--- config.mk ---
export PLATFORM = sky130hd
export DESIGN_NAME = fir_sample_feeder
export DESIGN_NICKNAME = d
export VERILOG_FILES = /design/src/rtl/fir_sample_feeder.sv
export SDC_FILE = /design/constraint.sdc
export NUM_CORES = 1
export LEC_CHECK = 0
export ABC_AREA = 1
export CAP_MARGIN = 15
export CORE_UTILIZATION = 50
export CTS_BUF_LIST = sky130_fd_sc_hd__clkbuf_8
export DETAILED_ROUTE_END_ITERATION = 10
export PLACE_DENSITY = 0.69
export SLEW_MARGIN = 10
export SYNTH_ARGS = -nofsm -noshare
export SYNTH_HDL_FRONTEND = slang
export SYNTH_SLANG_ARGS = --single-unit
--- constraint.sdc ---
create_clock -name clk -period 3.1 [get_ports clk]
set_input_delay 0.31 -clock clk [delete_from_list [all_inputs] [get_ports clk]]
set_output_delay 0.31 -clock clk [all_outputs]
set_load 0.02 [all_outputs]
--- src/rtl/fir_sample_feeder.sv ---
// fir_sample_feeder: FIFO-buffered, paced sample source for the 32-tap time-multiplexed FIR.
// Optional macro FIR_FEEDER_ZERO_STUFF_EN: an empty tick emits a zero-valued strobe.
module fir_sample_feeder #(
   parameter int WIDTH  = 16,
   parameter int DEPTH  = 8,
   parameter int PERIOD = 34
) (
   input  logic                   clk,
   input  logic                   reset,
   input  logic [WIDTH-1:0]       din,
   input  logic                   din_valid,
   output logic                   din_ready,
   output logic [WIDTH-1:0]       xOut,
   output logic                   sample,
   output logic [$clog2(DEPTH):0] level,
   output logic                   underrun
);

   localparam int PTR_W = $clog2(DEPTH);
   localparam int LVL_W = PTR_W + 1;
   localparam int CNT_W = $clog2(PERIOD);

   localparam logic [CNT_W-1:0] CNT_LAST = CNT_W'(PERIOD - 1);
   localparam logic [CNT_W-1:0] CNT_ONE  = CNT_W'(1);
   localparam logic [LVL_W-1:0] LVL_FULL = LVL_W'(DEPTH);
   localparam logic [LVL_W-1:0] LVL_ONE  = LVL_W'(1);
   localparam logic [PTR_W-1:0] PTR_ONE  = PTR_W'(1);

   logic [WIDTH-1:0] mem_r [DEPTH];
   logic [PTR_W-1:0] wr_ptr_r;
   logic [PTR_W-1:0] rd_ptr_r;
   logic [PTR_W-1:0] wr_ptr_nxt_s;
   logic [PTR_W-1:0] rd_ptr_nxt_s;
   logic [LVL_W-1:0] level_r;
   logic [LVL_W-1:0] level_nxt_s;
   logic [CNT_W-1:0] cnt_r;
   logic [CNT_W-1:0] cnt_nxt_s;
   logic [WIDTH-1:0] xout_r;
   logic [WIDTH-1:0] xout_nxt_s;
   logic             sample_r;
   logic             sample_nxt_s;
   logic             underrun_r;
   logic             underrun_nxt_s;
   logic             full_s;
   logic             empty_s;
   logic             tick_s;
   logic             push_s;
   logic             pop_s;

   // Status flags and handshake; ready is held low while reset is asserted.
   always_comb begin
      full_s    = (level_r == LVL_FULL);
      empty_s   = (level_r == {LVL_W{1'b0}});
      tick_s    = (cnt_r == CNT_LAST);
      din_ready = reset & ~full_s;
      push_s    = din_valid & din_ready;
      pop_s     = tick_s & ~empty_s;
   end

   // Pacer counter: 0..PERIOD-1, wrapping on tick.
   always_comb begin
      cnt_nxt_s = cnt_r;
      if (tick_s) begin
         cnt_nxt_s = {CNT_W{1'b0}};
      end else begin
         cnt_nxt_s = cnt_r + CNT_ONE;
      end
   end

   // Pointer and occupancy update; a simultaneous push and pop leaves level unchanged.
   always_comb begin
      wr_ptr_nxt_s = wr_ptr_r;
      rd_ptr_nxt_s = rd_ptr_r;
      level_nxt_s  = level_r;
      if (push_s) begin
         wr_ptr_nxt_s = wr_ptr_r + PTR_ONE;
      end else begin
         wr_ptr_nxt_s = wr_ptr_r;
      end
      if (pop_s) begin
         rd_ptr_nxt_s = rd_ptr_r + PTR_ONE;
      end else begin
         rd_ptr_nxt_s = rd_ptr_r;
      end
      case ({push_s, pop_s})
         2'b10:   level_nxt_s = level_r + LVL_ONE;
         2'b01:   level_nxt_s = level_r - LVL_ONE;
         default: level_nxt_s = level_r;
      endcase
   end

   // Strobe, data and underrun generation for the following cycle.
   always_comb begin
      xout_nxt_s     = xout_r;
      sample_nxt_s   = 1'b0;
      underrun_nxt_s = 1'b0;
      if (pop_s) begin
         xout_nxt_s   = mem_r[rd_ptr_r];
         sample_nxt_s = 1'b1;
      end else if (tick_s) begin
         underrun_nxt_s = 1'b1;
`ifdef FIR_FEEDER_ZERO_STUFF_EN
         // Keep the FIR sample rate constant by feeding a zero.
         sample_nxt_s = 1'b1;
         xout_nxt_s   = {WIDTH{1'b0}};
`else
         sample_nxt_s = 1'b0;
         xout_nxt_s   = xout_r;
`endif
      end else begin
         xout_nxt_s = xout_r;
      end
   end

   // State registers with synchronous active-low reset.
   always_ff @(posedge clk) begin
      if (!reset) begin
         wr_ptr_r   <= {PTR_W{1'b0}};
         rd_ptr_r   <= {PTR_W{1'b0}};
         level_r    <= {LVL_W{1'b0}};
         cnt_r      <= {CNT_W{1'b0}};
         xout_r     <= {WIDTH{1'b0}};
         sample_r   <= 1'b0;
         underrun_r <= 1'b0;
      end else begin
         wr_ptr_r   <= wr_ptr_nxt_s;
         rd_ptr_r   <= rd_ptr_nxt_s;
         level_r    <= level_nxt_s;
         cnt_r      <= cnt_nxt_s;
         xout_r     <= xout_nxt_s;
         sample_r   <= sample_nxt_s;
         underrun_r <= underrun_nxt_s;
      end
   end

   // Sample storage; stale contents are unreachable once the pointers are cleared.
   always_ff @(posedge clk) begin
      if (push_s) begin
         mem_r[wr_ptr_r] <= din;
      end
   end

   assign xOut     = xout_r;
   assign sample   = sample_r;
   assign level    = level_r;
   assign underrun = underrun_r;

endmodule

After elaboration in Yosys (flattened, before gate mapping). Memory sizes are Yosys's and may differ from the RTL's. A register that Yosys moved wholly into a read port is not among the register bits. Index checks and enable logic that the tools add are counted.

Bits in registers: 18. Bits in writable memories: 128. Input bits: 19. Output and inout port bits: 23. Word-level logic and storage cells: 32. Memories: 1.

Add/subtract/negate cells: 5. Equal/unequal tests: 4. Multiplexer cells: 5. Bitwise gates (word level): 6. Reductions and logical operators: 5.

Memory list: mem_r (words 8, width 16, rd ports 1, clocked after Yosys merged registers in 1, wr ports 1, line 29) `logic [WIDTH-1:0] mem_r [DEPTH];`.

Operators with widths (number): 4-bit case mux with 2 select lines (1); 3-bit by 1-bit adder with 3-bit output (second input constant) (2); 6-bit by 1-bit adder with 6-bit output (second input constant) (1); 6-bit equality test (second input constant) (1); 4-bit by 1-bit adder with 4-bit output (second input constant) (1); 4-bit equality test (second input constant) (1); 4-bit zero test (1); 1-bit two-way mux (4); 2-bit OR reduction (2); 4-bit by 1-bit subtractor with 4-bit output (second input constant) (1); 1-bit AND (3); 1-bit inverter (3); 2-bit by 1-bit equality test with 1-bit output (second input constant) (1); 2-bit equality test (second input constant) (1); 2-bit nonzero test (1); 1-bit zero test (1).

Depth between registers and ports, before layout. Gate-level depths: netlist (run 1).

Depth after elaboration: 6. Mapped depth: 16. Mapped depth without buffers: 15.

Worst setup path after synthesis (run 1). Ideal clock, no wire load.

Kind: register to register. Start: register level_r[2], in the netlist level[2]. End: memory mem_r[4][0] (enable). Library setup time: 0.409 ns. Arrival time: 2.106 ns. Required time: 2.691 ns. Slack: 0.585 ns. Cell stages (with the launch flop): 6. Buffers on the path: 1. Period minus slack after synthesis: 2.515 ns. Path through: dfxtp_1 > inv_1 > nand3_1 > nand3_1 > buf_4 > nor3_1.

Longest elaborated chain between the ends: 6.

Ends and longest elaborated chain: start, declared (line 34) `logic [LVL_W-1:0] level_r;`; start signal, assigned (line 120) `level_r <= {LVL_W{1'b0}};`; start signal, assigned (line 128) `level_r <= level_nxt_s;`; 4-bit equality test (line 52) `full_s = (level_r == LVL_FULL);`; 1-bit inverter (line 55) `din_ready = reset & ~full_s;`; 1-bit AND (line 55); 1-bit AND (line 56) `push_s = din_valid & din_ready;`; 1-bit two-way mux (line 138) `if (push_s) begin`; 1-bit two-way mux (implied by the code) (line 139) `mem_r[wr_ptr_r] <= din;`; end, declared (line 29).

Every way passes these cells.

Worst setup path after layout (run 1).
Start: input reset. End: output din_ready.

Longest elaborated chain between the ends: 1.

Ends and longest elaborated chain: start, declared (line 9) `input logic reset,`; 1-bit AND (line 55); end, declared (line 12) `output logic din_ready,`.

Every way passes these cells.

==> results of run 1 <==
-- sequential cells by signal, indices dropped and copies added, names as in the netlist --
signal,count
mem_r,128
xOut,16
cnt_r,6
level,4
rd_ptr_r,3
wr_ptr_r,3
sample,1
underrun,1
-- stage by stage --
stage	total power, W	instance area [sq um]	hold slack, ns	cells
after floorplan	0.002500	6644	0.4089	606
after global placement	0.002568	7199	0.4598	804
after detailed placement	0.002575	7199	0.4657	804
after CTS	0.004046	7585	0.4766	836
after global routing	0.004142	7585	0.4911	836
final	0.004008	7585	0.4771	836
-- worst max-delay path, stage by stage --
cell and delay, ns:
clkdlybuf4s50_1 0.52, buf_4 0.21, clkinv_2 0.16, a31oi_1 0.26, clkdlybuf4s50_1 0.65
-- power by group --
group | leakage (nW) | internal, W | switching [W]
sequential | 1.43 | 0.00237 | 0.0000153
clock | 0.200 | 0.000774 | 0.000710
combinational | 1.24 | 0.0000537 | 0.0000866
total | 2.88 | 0.00320 | 0.000812
-- layer usage --
metal	global-route usage	share of wire	wire length (um)
met5	0	0	0
met3	0.05252	0.055	742
met2	0.3514	0.49	6671
met4	0.1156	0.016	212
met1	0.2626	0.44	5892
-- cell families (layout without fill, tap and decap cells) --
kind of cell	Yosys count	in the layout
buffers and inverters	53	111
AO/OA/AOI/OAI	47	47
AND/OR/NAND/NOR	331	331
flip-flops	162	162
adder cells (fa/ha/maj)	8	8
XOR/XNOR	5	5
-- cell usage in the layout (no fill, tap or decap) --
cell type and count:
nand3_2 4, nand3_1 69, ha_1 7, buf_4 16, nor2_1 71, nor2_4 2
bufinv_16 3, xnor2_1 2, a21oi_1 8, nor2_8 1, clkinvlp_4 3, dfxtp_1 33
nand2_1 169, dfxtp_2 1, clkinv_2 5, nand2_4 1, clkinv_1 2, nor3_2 8
edfxtp_1 128, xor2_1 3, a31oi_1 1, nand2_2 1, inv_2 4, inv_1 20
nor3_1 1, clkdlybuf4s50_1 41, nand4_1 2, or2_2 2, o21ai_0 30, fa_1 1
clkbuf_8 17, o21ai_1 8
-- worst max path at each step --
stage	startpoint	end	slack, ns	cells after the start
6_report	reset	din_ready	0.67	5
5_1_grt	reset	din_ready	0.62	5
4_1_cts	reset	din_ready	0.70	5
3_5_place_dp	din_valid	level[3]	0.70	11
3_3_place_gp	reset	level[3]	0.76	11
2_1_floorplan	level[2]	mem_r[4][0]	0.58	5
-- area by class of cell --
class / count / area share
Clock buffer: 17 / 0.03085
Multi-Input combinational cell: 391 / 0.2432
Sequential cell: 162 / 0.5967
Timing Repair Buffer: 57 / 0.06994
Inverter: 22 / 0.01105
Tap cell: 172 / 0.02837
Clock inverter: 15 / 0.01996
==> metrics.cfg, run 1 <==
[grt]
grt_pass1_wl_um=21060
grt_usage=0.2143
antenna_found_initial=0
grt_pass1_vias=4184
grt_max_degree=67
grt-ovfl-total=0

[detailed_routing]
num_vias=4377
via_per_inst=5.236
drcViolationCount=0
dr.pass1.iters=5
ant_nets=0
detail_route.wl_per_cell_um=16.17
drt_iter0_drc=342
finalWirelength_um=13520

[cells_and_area]
layout-drive-gt1-share=0.1024
diodes=0
multi_input_area_sq_mm=0.001844
seq_area_sq_mm=0.004526
utilization=0.5938
nFillCells=1009
area_growth_syn_to_layout_pct=14.16
num-nets-final=678

[timing]
timing.slew.headroom=0.2459
slew_viol_final=0
max_freq_ghz=0.4117
finalHoldViolations=0
fin_skew_ns=0.008001
setup_ws_ns=0.6709
finalCritPeriodShare=0.7836
worstMarginPinSlew_ns=1.129
grt_setup_unrepaired=false
period_needed_ns=2.429
setup-violations-final=0
finalSetupTns_ns=0

[synthesis]
synth_top_area_cell=edfxtp_1
synth_top_family_by_area=simple AND/OR/NAND/NOR gates
avgSynthCellArea_sq_um=10.96
ys_seq_area_frac=0.6810
synthAdderAreaFrac=0.01620
synth_cell_types=32
ys_ff_latch=162
synth-simple-area-share=0.2132
synthTopCellsByCount=nand2_1 (169), edfxtp_1 (128), nor2_1 (71)
synthTopCellsByArea=edfxtp_1 (58%), dfxtp_1 (10%), nand2_1 (9.5%)
synth-edff-count=128
syn_area_sq_mm=0.006644
synthMuxAreaShare=0
synth_cells=606
synth_compound_gate_area_share=0.03559
synthXorXnorAreaFrac=0.006591
yosysMostFrequentCell=nand2_1
synth-async-reset-ratio=0
synth_nets=633
synth_ff_type=edfxtp_1
yosysWarnings=0
netlist.area_leader.share=0.5785

[placement]
place_congestion=0.7765
place_ws_ns=0.6973
dpl.hpwl_um=7740
port_buffers=41

[clocking]
clkTransAtPathRegs_ns=0.08
numCtsBuffers=17
clk_latency_ns=0.45
clockBufferDepth=2
cts_max_level=4
cts_tree=yes
root_buffer=clkbuf_8
cts_resized=0
postCtsSetupRepairBufs=0
clock_sinks=162
postCtsHoldBufs=0

[critical_path]
cp_max_fo=12
worstPathArrival_ns=2.12
r2r.worst_path.cells=14
r2r_end=level[3]
cp-start-kind=input port
crit_type=in2out
reg2reg_from=cnt_r[1]
worst_ep_required_time_ns=2.79
ff2ff_setup_slack_ns=0.81
endpoint_kind=primary output

[run_status]
outcome=complete, no violations

[min_path]
holdPathEnd=xOut[11]
hold_path.class=reg2reg
min_from=xOut[11]
min_path_cells=2

[floorplan]
core_area_sq_mm=0.01277
start_util=0.5201
io_pins=42
rows=41
dieArea_sq_mm=0.01375
die_width_um=117.3
die_h_um=117.3

[power]
p_per_area_mw_per_mm2=528.5
peakVddDrop_uv=348.3
leakage_nw=2.877

[job]
cap_violations=0

No activity file was read; power rests on OpenSTA's default activity.
==> run 2: changes to the inputs <==
Clock period 3.1 ns to 2.24 ns, I/O delays scaled along.
==> run 2 against run 1 <==
Hold slack worse by 0.059 ns. Global-route usage is 0.52 points higher. Critical path depth grew 9. Critical endpoint is now level[3].
==> metrics.cfg, run 2 (synthesis gave the netlist of run 1 again) <==
[critical_path]
critPathBufInv=2  ; -2
r2r_end=level[3]
worst-path-stages=14  ; +9
ff2ff_setup_slack_ns=0.20  ; -0.61 ns
cp-startpoint=cnt_r[1]
cp_max_fo=4  ; -8
cp_common_cell=nand2_1
slowest_delay_ns=0.38  ; -0.27 ns
cp-endpoint=level[3]
crit_type=reg2reg
crit_chain=inv_1, ha_1, nand3_2, nor2_4, nand2_4, inv_2, ha_1, ha_1, or2_2, nand2_1, nand2_1, nand2_1, nand2_1, a21oi_1
reg2reg_from=cnt_r[1]
cp-start-kind=register
worst_ep_required_time_ns=2.62  ; -0.17 ns
critical-path-top-delay-family=adder cells
endpoint_kind=register
crit_slowest_cell=dfxtp_1
r2r.worst_path.cells=14  ; unchanged
worstPathArrival_ns=2.43  ; +0.31 ns

[job]
cap_violations=0  ; unchanged

[cells_and_area]
num-nets-final=689  ; +1.6%
postLayoutCellArea_sq_mm=0.007661  ; +1.0%
regMostFlops=mem_r
multi_input_area_sq_mm=0.001844  ; unchanged
layout-drive-gt1-share=0.1156  ; +0.01315
seq_area_sq_mm=0.004527  ; about the same
layout_common_cells=nand2_1 (169), edfxtp_1 (128), nor2_1 (71)
layout_commonest_cell=nand2_1
utilization=0.5998  ; +0.005975
area_growth_syn_to_layout_pct=15.31
nFillCells=1039  ; +3.0%
largest_reg_flops=128  ; unchanged
diodes=0  ; unchanged

[clocking]
clk_latency_ns=0.45  ; about the same
clockBufferDepth=2  ; unchanged
numCtsBuffers=17  ; unchanged
cts_max_level=4  ; unchanged
clkTransAtPathRegs_ns=0.08  ; about the same
clock_sinks=162  ; unchanged
cts_tree=yes
root_buffer=clkbuf_8

[grt]
grt_pass1_vias=4126  ; -1.4%
grt-ovfl-total=0  ; unchanged
grt_max_degree=66  ; -1.5%
antenna_found_initial=0  ; unchanged
grt_usage=0.2195  ; +0.005178
grt_pass1_wl_um=21660  ; +2.9%

[floorplan]
io_pins=42  ; unchanged
rows=41  ; unchanged
die_width_um=117.3  ; unchanged
die_h_um=117.3  ; unchanged
dieArea_sq_mm=0.01375  ; unchanged
start_util=0.5201  ; unchanged
core_area_sq_mm=0.01277  ; unchanged

[min_path]
hold_path.class=in2reg
min_from=din_valid

[timing]
fin_skew_ns=0.01242  ; +0.004418 ns
setup_ws_ns=0.1988  ; -0.4721 ns
grt_setup_unrepaired=false
timing.slew.headroom=0.5200  ; +0.2740
setup-violations-final=0  ; unchanged
worstMarginPinSlew_ns=0.7192  ; -0.4102 ns
finalSetupTns_ns=0  ; unchanged
period_needed_ns=2.041
finalCritPeriodShare=0.9113
max_freq_ghz=0.4899
slew_viol_final=0  ; unchanged
finalHoldViolations=0  ; unchanged
hold_ws_ns=0.4176  ; -0.05946 ns

[detailed_routing]
dr.pass1.iters=5  ; unchanged
drcViolationCount=0  ; unchanged
ant_nets=0  ; unchanged
finalWirelength_um=13570  ; +0.37%
num_vias=4419  ; +0.96%
detail_route.wl_per_cell_um=16.02  ; -0.93%
via_per_inst=5.217  ; -0.35%
drt_iter0_drc=348  ; +1.8%

[power]
leakage_nw=2.936  ; +2.1%
p_per_area_mw_per_mm2=715.2  ; +35%
peakVddDrop_uv=346.8  ; -0.44%

[placement]
port_buffers=41  ; unchanged
place_congestion=0.7958  ; +2.5%
place_area_sq_mm=0.007295  ; +1.3%
dpl.hpwl_um=8234  ; +6.4%
place_ws_ns=0.1297  ; -0.5676 ns

[run_status]
outcome=complete, no violations

==> run 2: metal layers <==
| layer | vias to the layer above | share of wire | GRT usage | routed length (um) |
|---|---|---|---|---|
| met4 | 0 | 0.018 | 0.09030 | 240 |
| met1 | 2076 | 0.44 | 0.2891 | 5999 |
| li1 | 2164 | - | - | - |
| met5 | - | 0 | 0 | 0 |
| met2 | 157 | 0.48 | 0.3514 | 6569 |
| met3 | 22 | 0.056 | 0.05201 | 759 |
==> run 2: area by class of cell <==
cell class / count / area share
sequential: 162 / 0.5909
clock buffer: 17 / 0.03054
inverter: 22 / 0.01094
tap: 172 / 0.02809
timing repair buffer: 68 / 0.08166
multi-input combinational: 391 / 0.2407
clock inverter: 15 / 0.01715
==> run 2: repair_timing <==
| action | 4_1_cts | 5_1_grt |
|---|---|---|
| buffers inserted | 0 | 0 |
| hold buffers | 0 | 0 |
| resized for setup | 0 | 1 |
| endpoints found under the setup margin | 0 | 1 |
==> run 2: worst reg2reg max path, delay by kind of cell, from the launching register on <==
| family | cells | cell delay (ns) |
|---|---|---|
| AO/OA/AOI/OAI | 1 | 0.10 |
| adder cells (fa/ha/maj) | 3 | 0.71 |
| buffers and inverters | 2 | 0.10 |
| flip-flops | 1 | 0.38 |
| AND/OR/NAND/NOR | 8 | 0.69 |
==> run 2: metrics by stage <==
step | std cells | power (W)
final | 847 | 0.005479
after global routing | 847 | 0.005676
after CTS | 847 | 0.005523
after detailed placement | 815 | 0.003572
after global placement | 815 | 0.003563
after floorplan | 606 | 0.003460
==> run 2: report_power, final <==
part           internal [W]  total [W]  switching (W)
Sequential          0.00328    0.00330      0.0000220
Combinational     0.0000796   0.000203       0.000123
Clock              0.000962    0.00198        0.00101
Total               0.00432    0.00548        0.00116
==> run 2: worst min path at each step <==
stage,end,cells past startpoint
2_1_floorplan,mem_r[0][0],0
3_3_place_gp,xOut[12],2
3_5_place_dp,xOut[14],2
4_1_cts,wr_ptr_r[1],3
5_1_grt,wr_ptr_r[1],3
6_report,wr_ptr_r[1],3
